==> config.mk <==
export PLATFORM = sky130hd
export DESIGN_NAME = step_dir_decoder
export DESIGN_NICKNAME = d
export VERILOG_FILES = /design/src/rtl/motion_pkg.sv /design/src/rtl/step_edge_detect.sv /design/src/rtl/step_dir_decoder.sv
export SDC_FILE = /design/constraint.sdc
export NUM_CORES = 1
export LEC_CHECK = 0
export CORE_MARGIN = 2
export CORE_UTILIZATION = 40
export CTS_BUF_LIST = sky130_fd_sc_hd__clkbuf_4
export DETAILED_ROUTE_END_ITERATION = 10
export SYNTH_ARGS = -nofsm -noshare
export SYNTH_HDL_FRONTEND = slang
export SYNTH_SLANG_ARGS = --single-unit
==> constraint.sdc <==
create_clock -name clk -period 8.1 [get_ports clk]
set_clock_uncertainty 0.05 [all_clocks]
set_input_delay 2.025 -clock clk [delete_from_list [all_inputs] [get_ports clk]]
set_output_delay 2.025 -clock clk [all_outputs]
set_load 0.03 [all_outputs]
==> src/rtl/motion_pkg.sv <==
// rtl/motion_pkg.sv - shared widths, constants, state encoding and helpers for the step/dir decoder
package motion_pkg;

  localparam int POS_W = 64;
  localparam int INT_W = 32;

  // Interval counter stops here instead of wrapping back to a short, bogus period
  localparam logic [INT_W-1:0] CNT_SAT = {INT_W{1'b1}};

  typedef enum logic [1:0] {
    ST_IDLE  = 2'd0,
    ST_ARMED = 2'd1,
    ST_RUN   = 2'd2
  } motion_state_t;

  function automatic logic [INT_W-1:0] sat_inc(input logic [INT_W-1:0] v);
    return (v == CNT_SAT) ? CNT_SAT : v + INT_W'(1);
  endfunction

endpackage

==> src/rtl/step_edge_detect.sv <==
// rtl/step_edge_detect.sv - optional 2-flop input sync (STEP_DIR_DECODER_SYNC_EN) and step rising-edge detect
module step_edge_detect (
  input  logic clk,
  input  logic reset,
  input  logic step,
  input  logic dir,
  output logic step_rise,
  output logic step_s,
  output logic dir_s
);

`ifdef STEP_DIR_DECODER_SYNC_EN
  logic [1:0] step_sync;
  logic [1:0] dir_sync;

  // Two-stage synchronizer for asynchronous step/dir pins
  always_ff @(posedge clk) begin
    if (!reset) begin
      step_sync <= 2'b00;
      dir_sync  <= 2'b00;
    end else begin
      step_sync <= {step_sync[0], step};
      dir_sync  <= {dir_sync[0], dir};
    end
  end

  assign step_s = step_sync[1];
  assign dir_s  = dir_sync[1];
`else
  assign step_s = step;
  assign dir_s  = dir;
`endif

  logic step_prev;
  logic seen_low;

  // Previous step sample plus a guard so a level held high across reset release is not an edge
  always_ff @(posedge clk) begin
    if (!reset) begin
      step_prev <= 1'b0;
      seen_low  <= 1'b0;
    end else begin
      step_prev <= step_s;
      if (!step_s) begin
        seen_low <= 1'b1;
      end
    end
  end

  assign step_rise = step_s & ~step_prev & seen_low;

endmodule

==> src/rtl/step_dir_decoder.sv <==
// rtl/step_dir_decoder.sv - step/dir decoder: position, step period, stop/reversal/dir-error flags; STEP_DIR_DECODER_SYNC_EN adds input sync
module step_dir_decoder
  import motion_pkg::*;
#(
  parameter logic [31:0] TIMEOUT = 32'd1_000_000
) (
  input  logic                    clk,
  input  logic                    reset,
  input  logic                    step,
  input  logic                    dir,
  input  logic                    load,
  input  logic                    set_x,
  input  logic signed [POS_W-1:0] x_val,
  input  logic [5:0]              step_bit,
  output logic signed [POS_W-1:0] x,
  output logic [INT_W-1:0]        period,
  output logic                    period_valid,
  output logic                    dir_out,
  output logic                    stopped,
  output logic                    reversal,
  output logic                    dir_err
);

  logic                    step_rise;
  logic                    step_s;
  logic                    dir_s;
  logic                    load_x;
  logic                    accept;
  logic                    is_rev;
  logic signed [POS_W-1:0] inc;
  logic [INT_W-1:0]        count;
  logic                    step_q;
  logic                    dir_q;
  motion_state_t           state;

  step_edge_detect u_edge (
    .clk       (clk),
    .reset     (reset),
    .step      (step),
    .dir       (dir),
    .step_rise (step_rise),
    .step_s    (step_s),
    .dir_s     (dir_s)
  );

  // A preload wins over a coincident step; that step never reaches the FSM
  assign load_x = load & set_x;
  assign accept = step_rise & ~load_x;
  assign is_rev = (dir_s != dir_out);
  assign inc    = $signed(POS_W'(1) << step_bit);

  // Position accumulator, wraps modulo 2^64
  always_ff @(posedge clk) begin
    if (!reset) begin
      x <= '0;
    end else if (load_x) begin
      x <= x_val;
    end else if (step_rise) begin
      x <= dir_s ? (x + inc) : (x - inc);
    end
  end

  // Interval counter restarts on every step edge, even one dropped by a preload
  always_ff @(posedge clk) begin
    if (!reset) begin
      count <= '0;
    end else if (step_rise) begin
      count <= '0;
    end else begin
      count <= sat_inc(count);
    end
  end

  // Motion FSM with registered period, direction and status outputs
  always_ff @(posedge clk) begin
    if (!reset) begin
      state        <= ST_IDLE;
      period       <= '0;
      period_valid <= 1'b0;
      stopped      <= 1'b1;
      dir_out      <= 1'b0;
      reversal     <= 1'b0;
    end else begin
      reversal <= 1'b0;
      if (accept) begin
        dir_out <= dir_s;
        case (state)
          ST_IDLE: begin
            state        <= ST_ARMED;
            period_valid <= 1'b0;
            stopped      <= 1'b0;
          end
          ST_ARMED, ST_RUN: begin
            stopped <= 1'b0;
            if (is_rev) begin
              // An interval spanning a reversal is not a velocity: re-arm
              reversal     <= 1'b1;
              state        <= ST_ARMED;
              period_valid <= 1'b0;
            end else begin
              period       <= sat_inc(count);
              state        <= ST_RUN;
              period_valid <= 1'b1;
            end
          end
          default: begin
            state        <= ST_IDLE;
            period_valid <= 1'b0;
            stopped      <= 1'b1;
          end
        endcase
      end else if ((state != ST_IDLE) && (count >= TIMEOUT)) begin
        state        <= ST_IDLE;
        period_valid <= 1'b0;
        stopped      <= 1'b1;
      end
    end
  end

  // Sticky flag: dir moved while step was held high
  always_ff @(posedge clk) begin
    if (!reset) begin
      step_q  <= 1'b0;
      dir_q   <= 1'b0;
      dir_err <= 1'b0;
    end else begin
      step_q <= step_s;
      dir_q  <= dir_s;
      if (step_s && step_q && (dir_s != dir_q)) begin
        dir_err <= 1'b1;
      end
    end
  end

endmodule
==> results.sh, run 1 <==
export IMPL_status="complete, no violations"
export IMPL_p_int_mw=1.09
export IMPL_ys_flop_type="dfxtp_1"
export IMPL_vias=12223
export IMPL_grt_pass1_vias=11702
export IMPL_routed_wl_microns=42400
export IMPL_path_max_fanout=9
export IMPL_place_congestion=0.999
export IMPL_cts_resized=0
export IMPL_combPwrFrac_pct=34.8
export IMPL_yosys_warnings=0
export IMPL_root_buffer="clkbuf_4"
export IMPL_portBuffers=176
export IMPL_finalCriticalPeriod_ps=6960
export IMPL_cp_start_kind="input port"
export IMPL_power_density_nw_per_um2=135
export IMPL_cp_data_required_time_ps=8490
export IMPL_core_sq_um=27900
export IMPL_slowest_stage="clkdlybuf4s50_1"
export IMPL_worstPathCellList="clkdlybuf4s50_1 -> nor2_1 -> nand3_1 -> ha_1 -> a21boi_1 -> nor2_1 -> a21oi_1 -> a21oi_1 -> a21oi_1 -> ha_1 -> a21oi_1 -> nor2_1 -> a211oi_1 -> o221ai_1 -> a221o_1 -> o31ai_1 -> buf_4 -> nand3_1 -> a41oi_1 -> xor2_1 -> o22ai_1"
export IMPL_pwr_share_seq_pct=39.5
export IMPL_layout_commonest_cell="nor2_1"
export IMPL_power_switching_mw=0.768
export IMPL_drtPass1Iterations=8
export IMPL_async_reset_ff_share_pct=0
export IMPL_rows=61
export IMPL_layout_drive_gt1_share_pct=6.39
export IMPL_cts_tree="built"
export IMPL_dp_hpwl_microns=32600
export IMPL_ys_types=84
export IMPL_antenna_found_initial=1
export IMPL_synth_edf_count=0
export IMPL_viasPerCell=5.78
export IMPL_critPathArrivalTime_ps=7350
export IMPL_setup_violations=0
export IMPL_fin_nets=1880
export IMPL_numCtsBuffers=17
export IMPL_hp_class="flop to flop"
export IMPL_finalPower_mw=1.86
export IMPL_layout_common_cells="nor2_1, nand2_1, clkdlybuf4s50_1, a21oi_1, dfxtp_1"
export IMPL_max_cap_violations=0
export IMPL_grt_pass1_wl_microns=66400
export IMPL_postCtsSetupRepairBufs=0
export IMPL_ys_ff_latch=137
export IMPL_io_pins=177
export IMPL_die_area_sq_um=29800
export IMPL_clockBufferDepth=2
export IMPL_cp_top_family="compound AO/OA/AOI/OAI gates"
export IMPL_rsz0062_at_grt="false"
export IMPL_cts_max_level=4
export IMPL_clkSlewWorstSetupHoldPaths_ps=180
export IMPL_cpPeakStageDelay_ps=690
export IMPL_drtIter0Drc=1003
export IMPL_max_slew_margin_rel_pct=21.5
export IMPL_cp_end_kind="flop"
export IMPL_ant_nets=0
export IMPL_leakagePower_nw=5.65
export IMPL_grt_remaining_overflow=0
export IMPL_hold_violations=0
export IMPL_start_util_pct=40.8
export IMPL_final_core_util_pct=49.5
export IMPL_peakVddDrop_mv=0.0659
export IMPL_wl_per_cell_microns=20.0
export IMPL_synth_area_sq_um=11400
export IMPL_grtUsageTotal_pct=27.9
export IMPL_crit_top_cell="a21oi_1"
export IMPL_fin_tns_setup_ps=0
export IMPL_netSwitchingFraction_pct=41.3
export IMPL_grt_max_degree=62
export IMPL_syn_instance_count=1594
export IMPL_period_share_pct=86.0
export IMPL_dp_cells=2082
export IMPL_max_freq_mhz=144
export IMPL_clkLatencyLatePin_ps=600
export IMPL_die_h_microns=173
export IMPL_drc=0
export IMPL_worst_path_buf_inv=2
export IMPL_cts_sinks=137
export IMPL_finalNonFillerCells=2116
export IMPL_tightest_slew_ps=1180
export IMPL_maxSlewViolCount=0
export IMPL_crit_type="input port to flop"
export IMPL_avgSynthCellArea_sq_um=7.14
export IMPL_holdBufCountCts=0
export IMPL_clkPwrFrac_pct=25.8
export IMPL_synth_yosys_seq_area_share_pct=24.1
export IMPL_synth_net_count=1751
export IMPL_dieWidth_microns=173
export IMPL_area_growth_pct=21.2
-- flip-flops by register name, summed over array words and instances (netlist names) --
signal	count
count	32
dir_err	1
dir_out	1
dir_q	1
period	32
period_valid	1
reversal	1
state	1
stopped	1
u_edge.seen_low	1
u_edge.step_prev	1
x	64
-- logic make-up (layout without fill, tap and decap cells) --
kind of cell / Yosys count / in the layout / synth area share [%]
muxes: 4 / 4 / 0.363
buffers and inverters: 136 / 278 / 4.64
AOI/OAI and AO/OA: 515 / 515 / 29.8
and+or+nand+nor: 612 / 612 / 23.7
adders and majority gates: 81 / 81 / 8.97
xor gates and xnor gates: 109 / 109 / 8.39
DFF: 137 / 137 / 24.1
other: 0 / 2 / 0
-- tightest hold or removal path, stage by stage, from the launching register on --
cell,delay [ps]
dfxtp_1,350
inv_1,50
a21oi_1,50
-- Yosys cell counts, types with 26 or more instances --
| cell | number | area share (%) |
|---|---|---|
| o21ai_0 | 73 | 3.2 |
| ha_1 | 80 | 8.8 |
| clkbuf_1 | 88 | 2.9 |
| nand3_1 | 37 | 1.6 |
| nand2_1 | 208 | 6.9 |
| a311oi_1 | 30 | 2.3 |
| xnor2_1 | 62 | 4.8 |
| nand4_1 | 26 | 1.4 |
| a21o_1 | 53 | 3.5 |
| nor2_1 | 230 | 7.6 |
| xor2_1 | 47 | 3.6 |
| a21oi_1 | 166 | 7.3 |
| dfxtp_1 | 137 | 24 |
| a211oi_1 | 41 | 2.7 |
-- through the flow --
stage	hold WS, ps	worst slack [ps]	instance area, sq um
after CTS	413	1250	13800
after detailed placement	391	623	13500
after global routing	429	767	13800
final	412	1140	13800
after floorplan	376	1610	11400
after global placement	389	667	13500
-- power groups by stage --
stage / clock network (mW) / registers [mW] / logic (mW)
final: 0.480 / 0.734 / 0.647
after global routing: 0.521 / 0.739 / 0.702
after CTS: 0.498 / 0.734 / 0.641
after detailed placement: 0 / 0.749 / 0.637
after global placement: 0 / 0.748 / 0.641
after floorplan: 0 / 0.792 / 0.372
-- worst paths after layout --
path	to	slack, ps	startpoint	cells after the start
worst max register to register	x[60]	4460	x[0]	13
worst min register to register	u_edge.seen_low	410	u_edge.seen_low	2
worst max-delay path	x[59]	1140	step_bit[1]	21
worst min-delay path	u_edge.seen_low	410	u_edge.seen_low	2
-- cell type report --
type | instances | area, sq um
antenna | 2 | 5.00
clock inverter | 15 | 149
tap | 378 | 473
inverter | 30 | 113
multi-input combinational | 1321 | 8120
sequential | 137 | 2740
fill | 2824 | 14100
timing repair buffer | 216 | 2060
clock buffer | 17 | 128
-- routing by layer --
layer  share of wire, %  routed length, microns  GRT usage, %  vias to the layer above
met2                 43                   18400          43.0                      436
li1                   -                       -             -                     6012
met5                  0                       0             0                        -
met1                 47                   19900          38.7                     5717
met3                6.8                    2870          5.94                       58
met4                2.8                    1200          8.83                        0
(Power assumes the default switching activity.)
==> run 2: changes to the inputs <==
--- a/config.mk
+++ b/config.mk
@@ -9,6 +9,7 @@
 export CORE_UTILIZATION = 40
 export CTS_BUF_LIST = sky130_fd_sc_hd__clkbuf_4
 export DETAILED_ROUTE_END_ITERATION = 10
+export REMOVE_ABC_BUFFERS = 1
 export SYNTH_ARGS = -nofsm -noshare
 export SYNTH_HDL_FRONTEND = slang
 export SYNTH_SLANG_ARGS = --single-unit
==> results.sh, run 2 (synthesis results as in run 1) <==
export IMPL_status="complete, no violations"
export IMPL_grt_pass1_wl_microns=66600
export IMPL_io_pins=177
export IMPL_vias=12260
export IMPL_cts_max_level=4
export IMPL_rsz0062_at_grt="false"
export IMPL_portBuffers=176
export IMPL_power_density_nw_per_um2=137
export IMPL_crit_type="input port to flop"
export IMPL_crit_start="step_bit[3]"
export IMPL_cp_data_required_time_ps=8520
export IMPL_final_design_area_no_fill_sq_um=13800
export IMPL_regArea_sq_um=2740
export IMPL_worstHoldEndpoint="u_edge.seen_low"
export IMPL_maxSlewViolCount=0
export IMPL_max_freq_mhz=133
export IMPL_ff2ff_setup_slack_ps=4430
export IMPL_drtIter0Drc=1015
export IMPL_antenna_found_initial=1
export IMPL_cp_start_kind="input port"
export IMPL_max_slew_margin_rel_pct=19.4
export IMPL_combPwrFrac_pct=34.2
export IMPL_clkPwrFrac_pct=26.9
export IMPL_p_int_mw=1.12
export IMPL_die_h_microns=173
export IMPL_cpPeakStageDelay_ps=600
export IMPL_reg_top3="x: 64 flops, count: 32 flops, period: 32 flops"
export IMPL_hp_start="u_edge.seen_low"
export IMPL_max_cap_violations=0
export IMPL_fillers=2835
export IMPL_finalNonFillerCells=2115
export IMPL_grt_pass1_vias=11342
export IMPL_numCtsBuffers=17
export IMPL_r2r_end="x[59]"
export IMPL_clkSlewWorstSetupHoldPaths_ps=140
export IMPL_layout_drive_gt1_share_pct=6.28
export IMPL_cts_sinks=137
export IMPL_root_buffer="clkbuf_4"
export IMPL_clkLatencyLatePin_ps=650
export IMPL_period_share_pct=92.7
export IMPL_dieWidth_microns=173
export IMPL_tightest_slew_ps=1210
export IMPL_worstPathCellList="clkdlybuf4s50_1 -> nor2_1 -> nand3_1 -> ha_1 -> o21ai_0 -> a21oi_1 -> nor2_1 -> xnor2_1 -> ha_1 -> a21oi_1 -> o21ai_1 -> a211oi_1 -> o221ai_1 -> a221o_1 -> o31ai_1 -> buf_4 -> nand3_1 -> a41oi_1 -> xor2_1 -> o22ai_1"
export IMPL_fin_nets=1879
export IMPL_netSwitchingFraction_pct=40.8
export IMPL_dp_hpwl_microns=32600
export IMPL_routed_wl_microns=43300
export IMPL_worst_path_buf_inv=2
export IMPL_ant_nets=0
export IMPL_drc=0
export IMPL_hold_worst_slack_ps=407
export IMPL_power_switching_mw=0.771
export IMPL_dp_cells=2081
export IMPL_area_growth_pct=21.2
export IMPL_die_area_sq_um=29800
export IMPL_cts_resized=0
export IMPL_hold_violations=0
export IMPL_hp_class="flop to flop"
export IMPL_cp_top_family="compound AO/OA/AOI/OAI gates"
export IMPL_postCtsSetupRepairBufs=0
export IMPL_holdBufCountCts=0
export IMPL_layout_commonest_cell="nor2_1"
export IMPL_max_flop_register="x"
export IMPL_clockBufferDepth=2
export IMPL_r2r_start="x[28]"
export IMPL_pwr_share_seq_pct=38.8
export IMPL_grt_max_degree=80
export IMPL_grtUsageTotal_pct=28.2
export IMPL_crit_cells=20
export IMPL_rows=61
export IMPL_slowest_stage="clkdlybuf4s50_1"
export IMPL_wl_per_cell_microns=20.5
export IMPL_setup_violations=0
export IMPL_cts_tree="built"
export IMPL_finalCriticalPeriod_ps=7510
export IMPL_leakagePower_nw=5.64
export IMPL_critPathArrivalTime_ps=7930
export IMPL_core_sq_um=27900
export IMPL_multi_input_area_sq_um=8120
export IMPL_grt_remaining_overflow=0
export IMPL_place_congestion=0.945
export IMPL_dpl_cell_area_sq_um=13500
export IMPL_viasPerCell=5.80
export IMPL_cp_end_kind="flop"
export IMPL_largest_reg_flops=64
export IMPL_layout_common_cells="nor2_1, nand2_1, clkdlybuf4s50_1, a21oi_1, dfxtp_1"
export IMPL_peakVddDrop_mv=0.0659
export IMPL_path_max_fanout=8
export IMPL_drtPass1Iterations=5
export IMPL_min_path_cells=2
export IMPL_fin_tns_setup_ps=0
export IMPL_worstRegToRegCells=12
export IMPL_start_util_pct=40.8
## run 2: worst reg2reg max path, cell delays in order, from the launching register on
cell and delay [ps]:
dfxtp_1 370, ha_1 380, a21oi_1 210, o21ai_1 120, a211oi_1 450, o221ai_1 170
a221o_1 430, o31ai_1 390, buf_4 230, nand3_1 150, a41oi_1 290, xor2_1 190
o22ai_1 100
## run 2: worst max path at each step
stage                        to  slack [ps]
after floorplan           x[60]        1830
after detailed placement  x[59]         100
final                     x[59]         590
after CTS                 x[59]         750
after global placement    x[59]         220
after global routing      x[59]         320
## run 2: metal layers
| layer | vias to the layer above | GRT usage [%] | routed length [microns] |
|---|---|---|---|
| met5 | - | 0 | 0 |
| met4 | 0 | 8.86 | 1020 |
| met3 | 53 | 4.44 | 2520 |
| met2 | 421 | 44.9 | 19500 |
| met1 | 5763 | 39.0 | 20300 |
| li1 | 6023 | - | - |
## run 2: power by group through the flow
stage               Clock (mW)  Sequential, mW  Combinational [mW]
CTS                      0.520           0.734               0.640
detailed placement           0           0.749               0.637
global route             0.545           0.739               0.700
finish                   0.509           0.734               0.647
floorplan                    0           0.792               0.348
global placement             0           0.749               0.640
## run 2: metrics by stage
| step | total power [mW] | utilization [%] | setup WS, ps |
|---|---|---|---|
| after floorplan | 1.14 | - | 1830 |
| after global placement | 1.39 | 48.5 | 220 |
| after detailed placement | 1.39 | 48.5 | 98.3 |
| after CTS | 1.89 | 49.5 | 747 |
| after global routing | 1.98 | 49.5 | 321 |
| final | 1.89 | 49.5 | 589 |
## run 2: cell type report
class,count,share of cell area (%)
multi-input combinational,1321,58.9
sequential,137,19.9
timing repair buffer,215,14.9
tap,378,3.43
clock inverter,15,1.16
clock buffer,17,0.925
inverter,30,0.816
antenna,2,0.0363
